<file path="src/rtl/encoder_sequential.sv">
// Multi-hot to index stream: emits the index of every set bit of an accepted vector, lowest first.
// Latency 1 cycle accept->first beat, one beat per cycle; outputs hold while out_ready is low.
module encoder_sequential #(
  parameter  int N = 16,
  localparam int W = $clog2(N)
) (
  input  logic         clk,
  input  logic         rst,
  input  logic         in_valid,
  output logic         in_ready,
  input  logic [N-1:0] in_bits,
  output logic         out_valid,
  input  logic         out_ready,
  output logic [W-1:0] out_index,
  output logic         out_last,
  output logic         done
);

  typedef enum logic {IDLE, EMIT} state_t;

  state_t       state;
  state_t       next_state;
  logic [N-1:0] pending;
  logic [N-1:0] pending_rest;
  logic         pending_onehot;
  logic         accept;
  logic         beat;

  // Clearing the lowest set bit also tells us whether exactly one bit remains.
  assign pending_rest   = pending & (pending - N'(1));
  assign pending_onehot = (pending != '0) && (pending_rest == '0);
  assign accept         = in_valid && in_ready;
  assign beat           = out_valid && out_ready;

  always_ff @(posedge clk or negedge rst) begin
    if (!rst) begin
      state <= IDLE;
    end else begin
      state <= next_state;
    end
  end

  always_comb begin
    next_state = state;
    case (state)
      IDLE: if (in_valid && (in_bits != '0)) next_state = EMIT;
      EMIT: if (out_ready && pending_onehot) next_state = IDLE;
      default: next_state = IDLE;
    endcase
  end

  always_comb begin
    in_ready  = (state == IDLE);
    out_valid = (state == EMIT);
    out_last  = (state == EMIT) && pending_onehot;
    out_index = '0;
    for (int i = N - 1; i >= 0; i--) begin
      if (pending[i]) out_index = W'(i);
    end
  end

  always_ff @(posedge clk or negedge rst) begin
    if (!rst) begin
      pending <= '0;
      done    <= 1'b0;
    end else begin
      if (accept) begin
        pending <= in_bits;
      end else if (beat) begin
        pending <= pending_rest;
      end
      done <= (accept && (in_bits == '0)) || (beat && out_last);
    end
  end

endmodule

</file>
<file path="config.mk">
export PLATFORM = sky130hd
export DESIGN_NAME = encoder_sequential
export DESIGN_NICKNAME = d
export VERILOG_FILES = /design/src/rtl/encoder_sequential.sv
export SDC_FILE = /design/constraint.sdc
export NUM_CORES = 1
export LEC_CHECK = 0
export ABC_CLOCK_PERIOD_IN_PS = 2400
export BUFFER_PORTS_ARGS = -buffer_cell sky130_fd_sc_hd__buf_2
export CAP_MARGIN = 10
export CORE_ASPECT_RATIO = 1.25
export CORE_UTILIZATION = 38
export CTS_BUF_LIST = sky130_fd_sc_hd__clkbuf_4 sky130_fd_sc_hd__clkbuf_8 sky130_fd_sc_hd__clkbuf_16
export CTS_CLUSTER_DIAMETER = 200
export DETAILED_ROUTE_END_ITERATION = 7
export GPL_ROUTABILITY_DRIVEN = 0
export GPL_TIMING_DRIVEN = 0
export PLACE_DENSITY = 0.63
export SYNTH_ARGS = -nofsm -noshare
export SYNTH_HDL_FRONTEND = slang
export SYNTH_SLANG_ARGS = --single-unit
</file>
<file path="constraint.sdc">
create_clock -name clk -period 2.4 [get_ports clk]
set_input_delay 0.36 -clock clk [delete_from_list [all_inputs] [get_ports clk]]
set_output_delay 0.36 -clock clk [all_outputs]
set_load 0.02 [all_outputs]
</file>
# ---- Word level (Yosys, flattened, before mapping)
# Cells that the tools add are included.
dict set report word_totals {
  regBits 18
  latchBits 0
  ram_bits 0
  rom_bits 0
  input_bits 20
  out_inout_bits 8
  elab_cells 41
  memories 0
}
dict set report classes {
  add_sub_neg 1
  multipliers 0
  n_div 0
  order_cmp 0
  n_eq_ne 0
  n_shift 0
  mux 21
  bitwise_logic 2
  n_reduce_logical 14
}
# operator count
set op_table {}
lappend op_table {{$mux 4} 16}
lappend op_table {{$logic_not 16->1} 2}
lappend op_table {{$mux 16} 2}
lappend op_table {{$reduce_bool 16->1} 2}
lappend op_table {{$and 16x16->16} 1}
lappend op_table {{$sub 16x1->16 const B} 1}
lappend op_table {{$logic_and 1x1->1} 8}
lappend op_table {{$mux 1} 2}
lappend op_table {{$pmux 1 s2} 1}
lappend op_table {{$reduce_bool 2->1} 1}
lappend op_table {{$logic_or 1x1->1} 1}
lappend op_table {{$not 1->1} 1}

# ---- Depth between registers and ports, before layout
# Gate-level depths: netlist of the first run.
dict set report logic_depth {
  ltp_word 16
  depth_mapped 7
  depth_no_buf 6
}

# ---- Worst setup path after synthesis of the first run
# OpenSTA, ideal clock, no wires.
dict set report synth_timing {
  path_type {register -> output}
  start {register pending[13]}
  end {output out_index[0]}
  arrival_ps 1798
  t_required_ps 2040
  setup_slack_ps 242
  path_stages_with_launch 7
  n_path_buf 1
  path_cell_list {dfrtp_1 > clkbuf_1 > o21bai_1 > a21oi_1 > nor2_1 > o31a_1 > o41ai_1}
}
dict set report synth_between {
  elab_chain_len 14
}
# item line_no
set synth_rtl {}
lappend synth_rtl {{from (decl)} 23} ;# logic [N-1:0] pending;
lappend synth_rtl {{from (signal assigned)} 68} ;# pending <= in_bits;
lappend synth_rtl {{from (signal assigned)} 70} ;# pending <= pending_rest;
lappend synth_rtl {{$mux 4 (14 in series)} 58} ;# if (pending[i]) out_index = W'(i);
lappend synth_rtl {{to (decl)} 14} ;# output logic [W-1:0] out_index,
# Every way passes these cells.

# ---- Final worst setup path of the first run
dict set report layout_timing {
  start {register pending[1]}
  end {output out_last}
}
dict set report layout_between {
  elab_chain_len 5
  word_cells_on_any_way 6
  cone_classes {add/sub (1); bitwise (1); reduce/logical (4)}
}
# item line_no
set layout_rtl {}
lappend layout_rtl {{$sub 16x1->16} 30} ;# assign pending_rest = pending & (pending - N'(1));
lappend layout_rtl {{$and 16x16->16} 30}
lappend layout_rtl {{$logic_not 16->1} 31} ;# assign pending_onehot = (pending != '0) && (pending_rest == '0);
lappend layout_rtl {{$logic_and 1x1->1 *} 31}
lappend layout_rtl {{$logic_and 1x1->1 *} 55} ;# out_last = (state == EMIT) && pending_onehot;
lappend layout_rtl {{to (decl)} 15} ;# output logic out_last,
# Every way passes the cells marked *; elsewhere a longest branch is shown, timed or not.

==> results of run 1 <==
[cells in the final DEF (no fill, tap or decap), drive strengths merged, types with 2 or more instances in the layout]
| cell | synthesis | final |
|---|---|---|
| dfrtp | 18 | 18 |
| o21ai | 17 | 17 |
| nand4 | 2 | 2 |
| o2bb2ai | 2 | 2 |
| a21oi | 7 | 7 |
| nor4 | 10 | 10 |
| or2 | 2 | 2 |
| nor2b | 3 | 3 |
| a2111oi | 2 | 2 |
| o31ai | 4 | 4 |
| or4 | 2 | 2 |
| nor3 | 5 | 5 |
| nor2 | 6 | 6 |
| buf | 5 | 40 |
| o21bai | 3 | 3 |
| o41ai | 3 | 3 |
| o31a | 2 | 2 |
| inv | 3 | 3 |
| nand2 | 28 | 28 |
| clkbuf | 6 | 8 |
| o311ai | 3 | 3 |
| nand3 | 5 | 5 |
[registers in the layout, summed over array words and instances, names as in the netlist]
register	cells
pending	16
out_valid	1
done	1
[metal layers]
layer	vias to the layer above	wire length [um]	global-route usage
li1	622	-	-
met1	610	1460	0.283
met2	23	1680	0.334
met3	8	83	0.0370
met4	0	113	0.151
met5	-	0	0
[report_power, final]
part	switching [W]	internal (W)
Clock	0.0000961	0.0000584
Combinational	0.000903	0.000795
Sequential	0.000159	0.000413
Total	0.00116	0.00127
[worst min-delay path: cells and delay by family]
kind	cells	cell delay (ns)
buffers and inverters	1	0.09
AND/OR/NAND/NOR	2	0.08
[per-stage QoR]
stage,setup TNS [ns],util,worst slack [ns],total power (W)
final,-0.182,0.530,-0.182,0.00242
after global routing,-0.368,0.530,-0.307,0.00260
after CTS,-0.122,0.518,-0.122,0.00231
after detailed placement,0,0.468,0.0210,0.00188
after global placement,0,0.468,0.0441,0.00184
after floorplan,0,-,0.242,0.00154
[worst paths after layout]
check,end
worst min register to register,pending[15]
worst min-delay path,pending[12]
max in group asynchronous,pending[14]
min in group asynchronous,pending[6]
worst max register to register,pending[11]
worst max-delay path,out_last
[cell families after synthesis]
group                    after synthesis
AO/OA/AOI/OAI                         45
XOR/XNOR                               1
adder cells (fa/ha/maj)                1
buffers and inverters                 14
flip-flops                            18
AND/OR/NAND/NOR                       66
[repair_timing]
action,in CTS,in global routing
buffers inserted,7,2
pin swaps,4,4
setup endpoints to repair,2,2
hold buffers,1,0
endpoints found under the hold margin,9,0
resized for setup,12,6
[cell type report]
class | instances | area, sq um | share of cell area
multi-input combinational | 113 | 751 | 0.476
sequential | 18 | 457 | 0.290
timing repair buffer | 37 | 228 | 0.144
buffer | 9 | 62.6 | 0.0397
tap | 36 | 45.0 | 0.0286
clock buffer | 3 | 22.5 | 0.0143
inverter | 3 | 11.3 | 0.00714
==> qor.yml, run 1 <==
wl_per_cell_um: 15.2
place_area_sq_um: 1390
synth_flop_cell: "dfrtp_1"
drive_gt1_frac: 0.344
post_drt_via_cell_ratio: 5.77
hold_viol_final: 0
pin_count: 28
crit_cells: 7
reg2reg_depth: 9
cap_violations: 0
fin_area_sq_um: 1580
antenna_found_initial: 0
synth_fa_ha_area_frac: 0.00826
clkSlewWorstSetupHoldPaths_ns: 0.10
startpoint: "pending[1]"
avgSynthCellArea_sq_um: 8.35
track_usage: 0.222
cp.arrival_ns: 2.22
fp.dieH_um: 65.1
path_common_cell: "nor4_4"
syn-cell-area_sq_um: 1210
fin_hold_ws_ns: 0.266
start_kind: "register"
synth_cells: 145
period_minus_slack_ns: 2.58
path_class: "register to output pin"
synth_seq_cells: 18
status: "finished with violations"
drc_errors: 0
numPortBuffers: 27
dp_cells: 208
synth_edf_count: 0
async_flop_share: 1.00
cp-end-kind: "output pin"
fill_cells: 293
dp_hpwl_um: 2330
synth_nets: 165
slowest_delay_ns: 0.45
cts_tree: "yes"
tightestPinTransition_ns: 0.548
synth-simple-area-share: 0.301
clkSinkCount: 18
insertion_delay_ns: 0.29
violations: "negative setup slack"
p_leak_nw: 0.695
synth_compound_area_frac: 0.252
holdCritStartpoint: "in_bits[12]"
synthDistinctLibCells: 40
cts_buffers: 3
gr-total-overflow: 0
initial_core_util: 0.407
rrSetupSlack_ns: 0.08
crit_buf_inv: 2
synth_most_common_cell: "nand2_1"
synthXorXnorAreaFrac: 0.00723
layout_setup_ws_ns: -0.182
core_area_sq_um: 2970
path_cells: "buf_12 > nor4_4 > nand2_2 > nor4_1 > a21oi_1 > nor4_4 > buf_4"
rsz0062_at_grt: "yes"
n_antenna_cell: 0
ant_nets: 0
peakVddDrop_mv: 1.00
cts_root_buf: "clkbuf_4"
worstPathRequired_ns: 2.04
r2r-start: "pending[1]"
setup_viol: 1
max_freq_mhz: 387
finalMaxSlewViolations: 0
min_period_over_period: 1.08
rows: 22
finalNetCount: 205
slew_headroom: 0.635
holdPathStages: 3
die-area_sq_um: 3420
yosysTopAreaCellShare: 0.372
instances_no_fill: 219
clockBufferDepth: 2
skew_ns: 0.00152
die_w_um: 52.5
yosys.area.top_type: "dfrtp_1"
path_delay_family: "simple AND/OR/NAND/NOR gates"
hold_path.class: "primary input to register"
crit_fanout: 5
ys_seq_area_frac: 0.372
synth_common_cells: "nand2_1 (27), dfrtp_1 (18), o21ai_0 (14)"
synth_top_family_by_area: "simple AND/OR/NAND/NOR gates"
grt_max_degree: 19
area_growth_pct: 30.2
muxShareOfSynthArea: 0
slowest_stage: "dfrtp_2"
power_density_nw_per_um2: 1540
drtPass1Iterations: 4
htree_levels: 1
grt_pass1_wl_um: 5530
yosys-top-cells-area: "dfrtp_1 (37%), nand2_1 (8.4%), o21ai_0 (5.8%)"
grt_pass1_vias: 1250
drt_wl_total_um: 3340
vias: 1263
drtIter0Drc: 31
ys_warn_count: 0
Power figures use the tool's default switching activity.
==> run 2: changes to the inputs <==
- BUFFER_PORTS_ARGS: -buffer_cell sky130_fd_sc_hd__buf_2 -> default
- DONT_BUFFER_PORTS: default -> 1
- PLACE_DENSITY: 0.63 -> 0.55
==> run 2 against run 1 <==
Effect of this change:
- the flow still finishes with violations (negative setup slack)
- fmax rose by 1.8%
- global-route usage rose by 0.70 points
- sequential share of layout area rose by 4.0 points
- hold slack got worse by 0.12 ns
- die area did not move
- clock power barely moved
- clock-buffer cell count did not move
- routed wire length fell by 0.69%
- worst setup slack improved by 0.046 ns
- critical path type unchanged
- largest cell class unchanged
- largest power group unchanged
==> qor.yml, run 2 (synthesis results as in run 1) <==
status: "finished with violations"
violations: "negative setup slack"
die-area_sq_um: 3420
rsz0062_at_grt: "yes"
crit_buf_inv: 1
period_minus_slack_ns: 2.54
vias: 1144
core_area_sq_um: 2970
ant_nets: 0
switching_share: 0.511
final_cell_mix: "nand2_1 (27), dfrtp_1 (14), o21ai_0 (13), a21oi_1 (7), nor4_1 (6)"
p_leak_nw: 0.559
top_register: "pending"
largest_reg_flops: 16
cts_buffers: 3
slowest_delay_ns: 0.55
start_kind: "register"
track_usage: 0.229
skew_ns: 0.00110
clkSlewWorstSetupHoldPaths_ns: 0.11
die_w_um: 52.5
fin_hold_ws_ns: 0.143
grt_pass1_wl_um: 5720
drt_wl_total_um: 3310
peakVddDrop_mv: 0.692
worstPathRequired_ns: 2.04
n_antenna_cell: 0
grt_max_degree: 19
initial_core_util: 0.407
gr-total-overflow: 0
rows: 22
slowest_stage: "nor4_4"
power_density_nw_per_um2: 1580
post_drt_via_cell_ratio: 6.12
hold_path.class: "primary input to register"
drive_gt1_frac: 0.205
path_common_cell: "nor4_4"
wl_per_cell_um: 17.7
crit_fanout: 4
tightestPinTransition_ns: 0.859
area_growth_pct: 14.2
pin_count: 28
max_freq_mhz: 394
htree_levels: 1
antenna_found_initial: 0
path_delay_family: "simple AND/OR/NAND/NOR gates"
setup_viol: 2
drtPass1Iterations: 4
cts_root_buf: "clkbuf_4"
hold_viol_final: 0
min_period_over_period: 1.06
clkSinkCount: 18
internal_power_w: 0.00106
cts_tree: "yes"
layout_setup_ws_ns: -0.137
clockBufferDepth: 2
grt_pass1_vias: 1179
drc_errors: 0
path_cells: "buf_6 > nor4_4 > nand3_2 > o21ai_1 > nand4_1 > nor4_4"
p_seq_frac: 0.263
path_class: "register to output pin"
finalNetCount: 173
drtIter0Drc: 31
regArea_sq_um: 455
slew_headroom: 0.426
clkPwrFrac: 0.072
dp_hpwl_um: 2340
insertion_delay_ns: 0.29
power_w: 0.00218
layout.cells.most_common: "nand2_1"
fp.dieH_um: 65.1
cp.arrival_ns: 2.18
cap_violations: 0
fill_cells: 322
cp-end-kind: "output pin"
finalMaxSlewViolations: 0
comb_power_share: 0.664
multiInputGateArea_sq_um: 748
p_sw_w: 0.00111
numPortBuffers: 0
## run 2: cell types whose count changed in the layout (fill, tap and decap cells not counted), sizes merged
| cell | delta |
|---|---|
| buf | -31 |
| clkbuf | -1 |
## run 2: worst paths after layout
| path | start | endpoint | slack (ns) | depth (start not counted) |
|---|---|---|---|---|
| worst max-delay path | pending[6] | out_last | -0.14 | 6 |
| worst min register to register | pending[11] | pending[11] | 0.64 | 2 |
| min in group asynchronous | rst | done | 0.61 | 1 |
| worst min-delay path | out_ready | out_valid | 0.14 | 1 |
| max in group asynchronous | rst | pending[0] | 1.21 | 1 |
| worst max register to register | pending[6] | out_valid | 0.25 | 7 |
## run 2: cell type report
type,count,area share
Buffer,9,0.0434
Clock buffer,3,0.0163
Inverter,3,0.00814
Multi-Input combinational cell,113,0.541
Sequential cell,18,0.329
Tap cell,36,0.0326
Timing Repair Buffer,5,0.0290
## run 2: metrics by stage
stage | instances | setup slack (ns) | util | setup TNS, ns | cell area (sq um)
floorplan | 145 | 0.242 | - | 0 | 1210
global placement | 181 | 0.00433 | 0.423 | 0 | 1260
detailed placement | 181 | -0.00173 | 0.423 | -0.00173 | 1260
CTS | 188 | -0.148 | 0.466 | -0.211 | 1390
global route | 187 | -0.261 | 0.465 | -0.454 | 1380
finish | 187 | -0.137 | 0.465 | -0.152 | 1380
## run 2: power by group through the flow
stage	clock, W	combinational [W]	sequential [W]
floorplan	0	0.00103	0.000508
CTS	0.000162	0.00145	0.000557
global route	0.000179	0.00157	0.000594
detailed placement	0	0.00123	0.000537
global placement	0	0.00120	0.000533
finish	0.000158	0.00145	0.000574
## run 2: routing by layer
metal  vias up  global-route usage  part of all wire
li1        556                   -                 -
met2        33               0.377              0.48
met4         0              0.0526            0.0072
met1       551               0.305              0.45
met3         4              0.0440             0.056
met5         -                   0                 0
## run 2: timing repair
action | CTS | global route
endpoints found under the setup margin | 2 | 3
buffers inserted | 4 | 0
resized for setup | 15 | 0
endpoints found under the hold margin | 18 | 0
pin swaps | 6 | 3
hold buffers | 1 | 0
gates cloned | 0 | 0
